<file path="src/rtl/jesd204b_pkg.sv">
// ---------------------------------------------------------------------------
// jesd204b_pkg
// Shared constants for the JESD204B transmit link controller:
//   - control-character codes (K28.x) used during CGS and ILAS
//   - link state encodings (CGS / ILAS / DATA)
//   - ILAS length in multiframes and the SYNC~ low-run length
//   - ilas_octet(): builds one ILAS octet plus its K flag
// ---------------------------------------------------------------------------
package jesd204b_pkg;

    localparam logic [7:0] K28_5 = 8'hBC;   // /K/ comma, CGS filler
    localparam logic [7:0] K28_0 = 8'h1C;   // /R/ multiframe start
    localparam logic [7:0] K28_3 = 8'h7C;   // /A/ multiframe end
    localparam logic [7:0] K28_4 = 8'h9C;   // /Q/ config start marker

    localparam logic [1:0] ST_CGS  = 2'd0;
    localparam logic [1:0] ST_ILAS = 2'd1;
    localparam logic [1:0] ST_DATA = 2'd2;

    localparam int ILAS_MF_COUNT = 4;
    localparam int SYNC_LO_LEN   = 4;
    localparam int CFG_OCTETS    = 14;

    // Returns {k_flag, octet} for octet index idx of ILAS multiframe mf.
    // last_idx is F*K-1. Config octet n sits at cfg[111-8n -: 8].
    function automatic logic [8:0] ilas_octet(
        input logic [1:0]   mf,
        input logic [15:0]  idx,
        input logic [15:0]  last_idx,
        input logic [111:0] cfg
    );
        logic [8:0]   res;
        logic [111:0] cfg_sh;
        res    = {1'b0, idx[7:0]};
        cfg_sh = 112'd0;
        if (idx == 16'd0) begin
            res = {1'b1, K28_0};
        end else if (idx == last_idx) begin
            res = {1'b1, K28_3};
        end else if ((mf == 2'd1) && (idx == 16'd1)) begin
            res = {1'b1, K28_4};
        end else if ((mf == 2'd1) && (idx >= 16'd2) && (idx <= 16'(CFG_OCTETS + 1))) begin
            // shift the wanted config octet up into the top byte
            cfg_sh = cfg << {idx - 16'd2, 3'b000};
            res    = {1'b0, cfg_sh[111:104]};
        end else begin
            res = {1'b0, idx[7:0]};
        end
        return res;
    endfunction

endpackage

</file>
<file path="src/rtl/jesd204b_sync_filter.sv">
// ---------------------------------------------------------------------------
// jesd204b_sync_filter
// Brings the asynchronous SYNC~ into the clk domain and qualifies a resync
// request: a request is only honoured once the synchronized level has been
// low for SYNC_LO_LEN consecutive cycles, so short glitches are ignored.
// Ports:
//   clk, reset  : clock, asynchronous active-high reset
//   sync_n      : raw SYNC~ from the receiver (asynchronous)
//   sync_s      : synchronized SYNC~ (2-flop)
//   sync_lo     : synchronized SYNC~ low for SYNC_LO_LEN cycles, this one included
// ---------------------------------------------------------------------------
module jesd204b_sync_filter
    import jesd204b_pkg::*;
(
    input  logic clk,
    input  logic reset,
    input  logic sync_n,
    output logic sync_s,
    output logic sync_lo
);

    // counter saturates one short of the run length; the current low
    // cycle completes the run
    localparam logic [2:0] LO_THRESH = 3'(SYNC_LO_LEN - 1);

    logic       meta_r;
    logic       sync_r;
    logic [2:0] low_cnt_r;

    // Two-flop synchronizer; both stages reset low (no link yet).
    always_ff @(posedge clk or posedge reset) begin
        if (reset) begin
            meta_r <= 1'b0;
            sync_r <= 1'b0;
        end else begin
            meta_r <= sync_n;
            sync_r <= meta_r;
        end
    end

    // Counts completed low cycles of the synchronized level.
    always_ff @(posedge clk or posedge reset) begin
        if (reset) begin
            low_cnt_r <= 3'd0;
        end else if (sync_r) begin
            low_cnt_r <= 3'd0;
        end else if (low_cnt_r < LO_THRESH) begin
            low_cnt_r <= low_cnt_r + 3'd1;
        end else begin
            low_cnt_r <= low_cnt_r;
        end
    end

    assign sync_s  = sync_r;
    assign sync_lo = (!sync_r) && (low_cnt_r >= LO_THRESH);

endmodule

</file>
<file path="src/rtl/jesd204b_tx_link_ctrl.sv">
// ---------------------------------------------------------------------------
// jesd204b_tx_link_ctrl
// Transmit link-establishment sequencer for one JESD204B lane. Owns the LMFC
// beat counter and steps CGS -> ILAS (4 multiframes) -> DATA, falling back
// to CGS on a qualified SYNC~ low.
// Ports:
//   clk, reset   : clock, asynchronous active-high reset
//   sync_n       : SYNC~ from receiver (asynchronous, low = resync)
//   in_config    : 14 ILAS config octets, octet 0 = [111:104]
//   data_in      : transport data, octet 0 = MSB byte
//   data_ready   : data_in captured at the edge ending this cycle
//   out          : lane word, octet 0 = MSB byte
//   out_charisk  : per-octet K flag, MSB <-> octet 0
//   lmfc         : out carries beat 0 of a multiframe
//   state        : 0 CGS, 1 ILAS, 2 DATA
//   ilas_mf      : current ILAS multiframe
// ---------------------------------------------------------------------------
module jesd204b_tx_link_ctrl
    import jesd204b_pkg::*;
#(
    parameter int LANE_DATA_WIDTH = 32,
    parameter int OCTET_PER_SENT  = 4,
    parameter int OCTETS_PER_FR   = 3,
    parameter int FRAMES_PER_MF   = 8
)
(
    input  logic                       clk,
    input  logic                       reset,
    input  logic                       sync_n,
    input  logic [111:0]               in_config,
    input  logic [LANE_DATA_WIDTH-1:0] data_in,
    output logic                       data_ready,
    output logic [LANE_DATA_WIDTH-1:0] out,
    output logic [OCTET_PER_SENT-1:0]  out_charisk,
    output logic                       lmfc,
    output logic [1:0]                 state,
    output logic [1:0]                 ilas_mf
);

    localparam int OCT_PER_MF = OCTETS_PER_FR * FRAMES_PER_MF;
    localparam int BEATS      = OCT_PER_MF / OCTET_PER_SENT;
    localparam int BEAT_W     = (BEATS > 1) ? $clog2(BEATS) : 1;

    localparam logic [BEAT_W-1:0] BEAT_LAST = BEAT_W'(BEATS - 1);
    localparam logic [BEAT_W-1:0] BEAT_ZERO = {BEAT_W{1'b0}};
    localparam logic [BEAT_W-1:0] BEAT_ONE  = BEAT_W'(1);
    localparam logic [15:0]       LAST_OCT  = 16'(OCT_PER_MF - 1);
    localparam logic [1:0]        MF_LAST   = 2'(ILAS_MF_COUNT - 1);

    logic                       sync_s;
    logic                       sync_lo;

    logic [BEAT_W-1:0]          beat_r;
    logic [1:0]                 state_r;
    logic [1:0]                 mf_r;
    logic [LANE_DATA_WIDTH-1:0] out_r;
    logic [OCTET_PER_SENT-1:0]  charisk_r;
    logic                       lmfc_r;

    logic [BEAT_W-1:0]          beat_nxt_s;
    logic [1:0]                 state_nxt_s;
    logic [1:0]                 mf_nxt_s;
    logic [LANE_DATA_WIDTH-1:0] word_nxt_s;
    logic [OCTET_PER_SENT-1:0]  k_nxt_s;
    logic [15:0]                oct_base_s;
    logic [8:0]                 oct_s;

    jesd204b_sync_filter u_sync_filter (
        .clk     (clk),
        .reset   (reset),
        .sync_n  (sync_n),
        .sync_s  (sync_s),
        .sync_lo (sync_lo)
    );

    // Beat counter successor: free-running modulo BEATS in every state.
    always_comb begin
        if (beat_r == BEAT_LAST) begin
            beat_nxt_s = BEAT_ZERO;
        end else begin
            beat_nxt_s = beat_r + BEAT_ONE;
        end
    end

    // Link state machine: decides state/multiframe of the next lane word.
    always_comb begin
        state_nxt_s = state_r;
        mf_nxt_s    = mf_r;
        case (state_r)
            ST_CGS: begin
                // ILAS may only start on a multiframe boundary
                if ((beat_r == BEAT_LAST) && sync_s) begin
                    state_nxt_s = ST_ILAS;
                end else begin
                    state_nxt_s = ST_CGS;
                end
                mf_nxt_s = 2'd0;
            end
            ST_ILAS: begin
                // resync wins over the MF3 -> DATA step
                if (sync_lo) begin
                    state_nxt_s = ST_CGS;
                    mf_nxt_s    = 2'd0;
                end else if (beat_r == BEAT_LAST) begin
                    if (mf_r == MF_LAST) begin
                        state_nxt_s = ST_DATA;
                        mf_nxt_s    = mf_r;
                    end else begin
                        state_nxt_s = ST_ILAS;
                        mf_nxt_s    = mf_r + 2'd1;
                    end
                end else begin
                    state_nxt_s = ST_ILAS;
                    mf_nxt_s    = mf_r;
                end
            end
            ST_DATA: begin
                if (sync_lo) begin
                    state_nxt_s = ST_CGS;
                    mf_nxt_s    = 2'd0;
                end else begin
                    state_nxt_s = ST_DATA;
                    mf_nxt_s    = mf_r;
                end
            end
            default: begin
                state_nxt_s = ST_CGS;
                mf_nxt_s    = 2'd0;
            end
        endcase
    end

    // Next lane word and K flags for the state/beat chosen above.
    always_comb begin
        word_nxt_s = {LANE_DATA_WIDTH{1'b0}};
        k_nxt_s    = {OCTET_PER_SENT{1'b0}};
        oct_base_s = 16'(beat_nxt_s) * 16'(OCTET_PER_SENT);
        oct_s      = 9'd0;
        case (state_nxt_s)
            ST_ILAS: begin
                for (int i = 0; i < OCTET_PER_SENT; i++) begin
                    oct_s = ilas_octet(mf_nxt_s, oct_base_s + 16'(i), LAST_OCT, in_config);
                    word_nxt_s[LANE_DATA_WIDTH-1-8*i -: 8] = oct_s[7:0];
                    k_nxt_s[OCTET_PER_SENT-1-i]            = oct_s[8];
                end
            end
            ST_DATA: begin
                word_nxt_s = data_in;
                k_nxt_s    = {OCTET_PER_SENT{1'b0}};
            end
            ST_CGS: begin
                word_nxt_s = {OCTET_PER_SENT{K28_5}};
                k_nxt_s    = {OCTET_PER_SENT{1'b1}};
            end
            default: begin
                word_nxt_s = {OCTET_PER_SENT{K28_5}};
                k_nxt_s    = {OCTET_PER_SENT{1'b1}};
            end
        endcase
    end

    // Output registers; beat held at BEATS-1 so the first word after reset is beat 0.
    always_ff @(posedge clk or posedge reset) begin
        if (reset) begin
            beat_r    <= BEAT_LAST;
            state_r   <= ST_CGS;
            mf_r      <= 2'd0;
            out_r     <= {OCTET_PER_SENT{K28_5}};
            charisk_r <= {OCTET_PER_SENT{1'b1}};
            lmfc_r    <= 1'b0;
        end else begin
            beat_r    <= beat_nxt_s;
            state_r   <= state_nxt_s;
            mf_r      <= mf_nxt_s;
            out_r     <= word_nxt_s;
            charisk_r <= k_nxt_s;
            lmfc_r    <= (beat_nxt_s == BEAT_ZERO);
        end
    end

    // data_ready mirrors "next word is DATA" using registered terms only.
    assign data_ready = (!sync_lo) &&
                        ((state_r == ST_DATA) ||
                         ((state_r == ST_ILAS) && (mf_r == MF_LAST) && (beat_r == BEAT_LAST)));

    assign out         = out_r;
    assign out_charisk = charisk_r;
    assign lmfc        = lmfc_r;
    assign state       = state_r;
    assign ilas_mf     = mf_r;

endmodule

</file>
<file path="config.mk">
export PLATFORM = sky130hd
export DESIGN_NAME = jesd204b_tx_link_ctrl
export DESIGN_NICKNAME = d
export VERILOG_FILES = /design/src/rtl/jesd204b_pkg.sv /design/src/rtl/jesd204b_sync_filter.sv /design/src/rtl/jesd204b_tx_link_ctrl.sv
export SDC_FILE = /design/constraint.sdc
export NUM_CORES = 1
export LEC_CHECK = 0
export CAP_MARGIN = 25
export CORE_UTILIZATION = 25
export DETAILED_ROUTE_END_ITERATION = 16
export PLACE_DENSITY_LB_ADDON = 0.12
export SETUP_SLACK_MARGIN = 0.02
export SYNTH_ARGS = -nofsm -noshare
export SYNTH_HDL_FRONTEND = slang
export SYNTH_SLANG_ARGS = --single-unit
</file>
<file path="constraint.sdc">
create_clock -name clk -period 3.3 [get_ports clk]
set_clock_uncertainty 0.15 [all_clocks]
set_input_delay 0.495 -clock clk [delete_from_list [all_inputs] [get_ports clk]]
set_output_delay 0.495 -clock clk [all_outputs]
set_load 0.03 [all_outputs]
</file>
=== Word-level counts from Yosys, hierarchy flattened ===
Cells that the tools add are included.
W data, S select, Z words.

* Order comparisons: 10
* $add $sub $neg: 10
* Reductions and logical operators: 26
* Shifts and indexed selects: 4
* Equality and inequality tests: 13
* Multiplexer cells: 30

{| class="wikitable"
|+ Operators by type and width
! operator !! number
|-
| $shl A112 B19 Y112 || 4
|-
| $mux W9 || 10
|-
| $logic_not A16 Y1 || 4
|-
| $pmux W32 S2 || 1
|-
| $mux W8 || 4
|-
| $sub A6 B2 Y7 const B || 3
|-
| $eq A6 B1 Y1 const B || 3
|-
| $eq A6 B5 Y1 const B || 3
|-
| $ge A6 B2 Y1 const B || 3
|-
| $le A6 B4 Y1 const B || 3
|-
| $logic_and A1 B1 Y1 || 16
|-
| $mux W2 || 8
|-
| $add A5 B2 Y6 const B || 2
|-
| $mux W3 || 3
|-
| $pmux W4 S2 || 1
|-
| $add A3 B1 Y3 const B || 2
|-
| $add A5 B1 Y6 const B || 1
|-
| $eq A2 B1 Y1 const B || 3
|-
| $eq A2 B2 Y1 const B || 3
|-
| $pmux W2 S3 || 1
|-
| $sub A5 B2 Y6 const B || 1
|-
| $ge A5 B2 Y1 const B || 1
|-
| $le A5 B4 Y1 const B || 1
|-
| $pmux W2 S2 || 1
|-
| 10 further kinds || 11
|}

* Flip-flop bits (word level): 49
* Output and inout bits: 42
* Input port bits: 147

=== Longest topological paths before layout ===
* Depth in word-level cells: 13
* Mapped depth: 13

=== Modules after synthesis ===
From an unflattened synthesis, not the netlist that was laid out.

* Cell total of the unflattened synthesis: 311
* Area, all modules: 3118.0 µm²

{| class="wikitable"
|+ By module, submodules not included
! module !! area an instance (µm²) !! times used !! cells an instance
|-
| jesd204b_tx_link_ctrl || 2897.8 || 1 || 292
|-
| jesd204b_sync_filter || 220.2 || 1 || 19
|}

=== Worst setup path before layout ===
Ideal clock, no wire load.

* Kind: register to register
* Start point: register beat_r[0]
* End point: register out_r[18] (netlist: out[18])
* Setup slack: 0.340 ns
* Period minus slack after synthesis: 2.960 ns
* Buffers on the path: 4
* Setup time: 0.081 ns
* Required time: 3.069 ns
* Data arrival time: 2.728 ns
* Stages on the path, launching flop included: 13
* Cells stage by stage: dfstp_2 > buf_2 > nor2b_1 > a21o_1 > buf_2 > inv_1 > ha_1 > clkbuf_1 > nor2b_1 > clkbuf_1 > and4b_1 > a221oi_1 > o211ai_1

* Elaborated cells between the ends (all ways): 30
* Those cells by class: add/sub: 3; order compare: 2; eq/ne: 6; shift: 1; mux: 13; reduce/logical: 5

{| class="wikitable"
|+ RTL lines
! what !! line !! source
|-
| start, declared || jesd204b_tx_link_ctrl.sv:53 || <nowiki>logic [BEAT_W-1:0] beat_r;</nowiki>
|-
| start signal, assigned || jesd204b_tx_link_ctrl.sv:172 || <nowiki>beat_r <= beat_nxt_s;</nowiki>
|-
| $add A3 B1 Y3 / $eq A3 B3 Y1 (equally long branches) || jesd204b_tx_link_ctrl.sv:81, jesd204b_tx_link_ctrl.sv:78 ||
|-
| $mux W3 (*) || jesd204b_tx_link_ctrl.sv:78 || <nowiki>if (beat_r == BEAT_LAST) begin</nowiki>
|-
| via beat_nxt_s[1] || jesd204b_tx_link_ctrl.sv:60 || <nowiki>logic [BEAT_W-1:0] beat_nxt_s;</nowiki>
|-
| $add A5 B1 Y6 (*) || jesd204b_tx_link_ctrl.sv:142 || <nowiki>oct_s = ilas_octet(mf_nxt_s, oct_base_s + 16'(i), LAST_OCT, in_config);</nowiki>
|-
| parallel branches: the longest is 6 deep, another holds $sub A6 B2 Y7 || - ||
|-
| $mux W9 (*) || jesd204b_pkg.sv:36 || <nowiki>if (idx == 16'd0) begin</nowiki>
|-
| $pmux W32 S2 (*) || jesd204b_tx_link_ctrl.sv:139 || <nowiki>case (state_nxt_s)</nowiki>
|-
| via word_nxt_s[18] || jesd204b_tx_link_ctrl.sv:63 || <nowiki>logic [LANE_DATA_WIDTH-1:0] word_nxt_s;</nowiki>
|-
| end signal, assigned || jesd204b_tx_link_ctrl.sv:168 || <nowiki>out_r <= {OCTET_PER_SENT{K28_5}};</nowiki>
|-
| end signal, assigned || jesd204b_tx_link_ctrl.sv:175 || <nowiki>out_r <= word_nxt_s;</nowiki>
|-
| end, declared || jesd204b_tx_link_ctrl.sv:56 || <nowiki>logic [LANE_DATA_WIDTH-1:0] out_r;</nowiki>
|}

Mark *: on every way through the listed nets, which the timed path passes.
A chain may end at the register's enable or synchronous reset.

=== Final worst setup path ===
* Start point: register u_sync_filter.low_cnt_r[0]
* End point: register out_r[12] (netlist: out[12])

* Elaborated cells between the ends (all ways): 19
* Those cells by class: order compare: 1; eq/ne: 3; mux: 11; reduce/logical: 4

{| class="wikitable"
|+ RTL lines
! what !! line !! source
|-
| start, declared || jesd204b_sync_filter.sv:28 || <nowiki>logic [2:0] low_cnt_r;</nowiki>
|-
| start signal, assigned || jesd204b_sync_filter.sv:48 || <nowiki>low_cnt_r <= low_cnt_r + 3'd1;</nowiki>
|-
| start signal, assigned || jesd204b_sync_filter.sv:50 || <nowiki>low_cnt_r <= low_cnt_r;</nowiki>
|-
| $ge A3 B2 Y1 (*) || jesd204b_sync_filter.sv:55 || <nowiki>assign sync_lo = (!sync_r) && (low_cnt_r >= LO_THRESH);</nowiki>
|-
| $logic_and A1 B1 Y1 (*) || jesd204b_sync_filter.sv:55 ||
|-
| $mux W2 (*) || jesd204b_tx_link_ctrl.sv:101 || <nowiki>if (sync_lo) begin</nowiki>
|-
| $pmux W2 S3 (*) || jesd204b_tx_link_ctrl.sv:89 || <nowiki>case (state_r)</nowiki>
|-
| via state_nxt_s[0] || jesd204b_tx_link_ctrl.sv:61 || <nowiki>logic [1:0] state_nxt_s;</nowiki>
|-
| $eq A2 B2 Y1 / $eq A2 B1 Y1 (equally long branches) || - ||
|-
| $pmux W32 S2 (*) || jesd204b_tx_link_ctrl.sv:139 ||
|-
| via word_nxt_s[12] || jesd204b_tx_link_ctrl.sv:63 ||
|}

Mark *: on every way through the listed nets, which the timed path passes. The rest lies on a longest branch.

==> flow_summary.ini <==
[cells_and_area]
instances_no_fill = 685
fillers = 1200
insertedDiodeCount = 0
fraction_of_final_layout_cells_with_drive_strength_greater_than_1 = 0.137
nNetsFinal = 674
layout_commonest_cell = sky130_fd_sc_hd__clkdlybuf4s50_1
syn2layout_area_growth_pct = 72.5
final_cell_mix = sky130_fd_sc_hd__clkdlybuf4s50_1, sky130_fd_sc_hd__a21oi_1, sky130_fd_sc_hd__dfstp_2, sky130_fd_sc_hd__nand2_1, sky130_fd_sc_hd__o21ai_0
final_design_area_no_fill_mm2 = 0.00547

[clocking]
numCtsBuffers = 5
post-cts-setup-buffers = 0
clkLatencyLatePin_ps = 290
cts.htree.levels = 2
numClockSinks = 49
root_buffer = sky130_fd_sc_hd__clkbuf_16
cts_max_path_buffers = 2
worst_setup_hold_path_clk_slew_ps = 70
cts-resized-gates = 0
cts_hold_buffers = 0
cts_tree = yes

[worst_setup_path]
setup_crit_path_kind = reg -> reg
critPathLaunchType = flip-flop
timing.critical_path.cells = ha_1 -> ha_1 -> a211oi_1 -> or2_2 -> nand3_1 -> a21oi_1 -> ha_1 -> inv_1 -> nor4_1 -> a221o_1
critPathRequiredTime_ps = 3380
slowest_cell_on_crit_path = sky130_fd_sc_hd__nor4_1
timing.critical_path.slowest_cell_delay_ps = 560
path_max_fanout = 6
critical_path.endpoint_type = flip-flop
crit_path_frequent_cell = sky130_fd_sc_hd__ha_1
worstPathArrival_ps = 3050

[yosys]
synth_instances = 327
synthesis.area_per_instance_um2 = 9.70
register_bit_total_from_synthesis = 49
synth_edf_count = 0
ys_types = 52
netlist_area_mm2 = 0.00317
synth_nets = 485
async_flop_share = 1.00
seq_area_frac_synth = 0.397
ys.warnings.count = 0
synthFlopType = sky130_fd_sc_hd__dfstp_2

[power_and_ir_drop]
p_leak_nw = 2.26
p_per_area_mw_per_mm2 = 538
peakVddDrop_uv = 214
post-layout-total-power_mw = 2.95

[timing]
grt_setup_unrepaired = false
finalSetupTns_ps = 0
timing.slew.headroom = 0.611
report.final.hold_viol_count = 0
max_slew.worst_pin.slew_ps = 578
min_period_over_period = 0.902
finalSetupViolations = 0
min_period_ps = 2980
max_freq_mhz = 336
finalMaxSlewViolations = 0

[placement]
placed_area_mm2 = 0.00531
routability_congestion = 0.789
buffer_ports.inserted = 188
dp.final_hpwl_um = 9660
dp_cells = 677

[global_route]
grt_first_pass_wirelength_um = 18100
maximum_number_of_pins_on_one_net_before_global_route_repair = 57
grt_antenna_before_repair = 0
grt_pass1_vias = 3291
grt_usage = 0.183
overflow = 0

[floorplan]
rows = 40
fp.dieArea_mm2 = 0.0131
chipHeight_um = 115
io_pins = 189
initial_core_utilization = 0.260
core_mm2 = 0.0122
die_w_um = 115

[drt]
drc = 0
drt-wirelength-per-cell_um = 17.8
finalWirelength_um = 12200
vias = 3288
drtIter0Drc = 200
drt_pass1_iterations = 4
final_antenna_net_count = 0
detail_route.vias_per_cell = 4.80

[job]
max_cap_violations = 0

[min_path]
hold_path_class = reg -> reg

[outcome]
run_status = completed
synth_stat cells, types with 11 or more instances:
master	number	share of area
sky130_fd_sc_hd__a21oi_1	27	0.043
sky130_fd_sc_hd__clkbuf_1	12	0.014
sky130_fd_sc_hd__dfrtp_1	23	0.18
sky130_fd_sc_hd__dfstp_2	26	0.22
sky130_fd_sc_hd__ha_1	11	0.043
sky130_fd_sc_hd__mux2i_1	17	0.054
sky130_fd_sc_hd__nand2_1	24	0.028
sky130_fd_sc_hd__nand3_1	18	0.028
sky130_fd_sc_hd__nor2_1	15	0.018
sky130_fd_sc_hd__nor2b_1	17	0.034
sky130_fd_sc_hd__o21ai_0	24	0.038
logic make-up after synthesis:
family	share of synthesized area
AOI/OAI and AO/OA	0.209
buffers and inverters	0.0434
adders and majority gates	0.0434
muxes	0.126
and+or+nand+nor	0.182
DFF	0.397
layout make-up:
class	count	area, um2	share of cell area
timing repair buffer	204	2020	0.370
sequential	49	1260	0.230
inverter	11	41.3	0.00754
clock inverter	2	33.8	0.00617
tap	168	210	0.0384
multi-input combinational	245	1780	0.325
clock buffer	6	129	0.0235
final timing paths:
path	startpoint	end	slack (ps)	cells after the start
max	u_sync_filter.low_cnt_r[0]	out[12]	320	10
min	u_sync_filter.meta_r	u_sync_filter.sync_s	200	0
max reg2reg	u_sync_filter.low_cnt_r[0]	out[12]	320	10
min reg2reg	u_sync_filter.meta_r	u_sync_filter.sync_s	200	0
max in group asynchronous	reset	out[28]	1920	3
min in group asynchronous	reset	beat_r[1]	450	2
flip-flops by register name, indices dropped and copies added, names as in the netlist:
| name | cells |
|---|---|
| u_sync_filter.sync_s | 1 |
| u_sync_filter.meta_r | 1 |
| ilas_mf | 2 |
| out_charisk | 4 |
| lmfc | 1 |
| u_sync_filter.low_cnt_r | 3 |
| state | 2 |
| beat_r | 3 |
| out | 32 |
power breakdown:
group | switching [mW] | internal [mW] | total (mW) | leakage, nW
combinational | 0.781 | 0.626 | 1.41 | 1.60
sequential | 0.0741 | 0.879 | 0.953 | 0.583
clock | 0.230 | 0.356 | 0.586 | 0.0785
total | 1.08 | 1.86 | 2.95 | 2.26
per-stage QoR:
stage,hold WS [ps],util,setup slack [ps]
global placement,184,0.435,402
detailed placement,186,0.435,314
floorplan,181,-,340
finish,201,0.448,322
global route,220,0.448,59.0
CTS,203,0.448,303
critical path: cells and delay by family (launching register included):
kind / cells / cell delay [ps]
and+or+nand+nor: 3 / 830
AOI/OAI and AO/OA: 3 / 690
adders and majority gates: 3 / 680
DFF: 1 / 430
buffers and inverters: 1 / 130
layer usage:
layer  up-vias  global-route usage  part of all wire
li1       1603                   -                 -
met1      1556               0.241              0.44
met2       121               0.313              0.49
met3         8              0.0286             0.060
met4         0              0.0459             0.013
met5         -                   0                 0
Power figures use the tool's default switching activity.
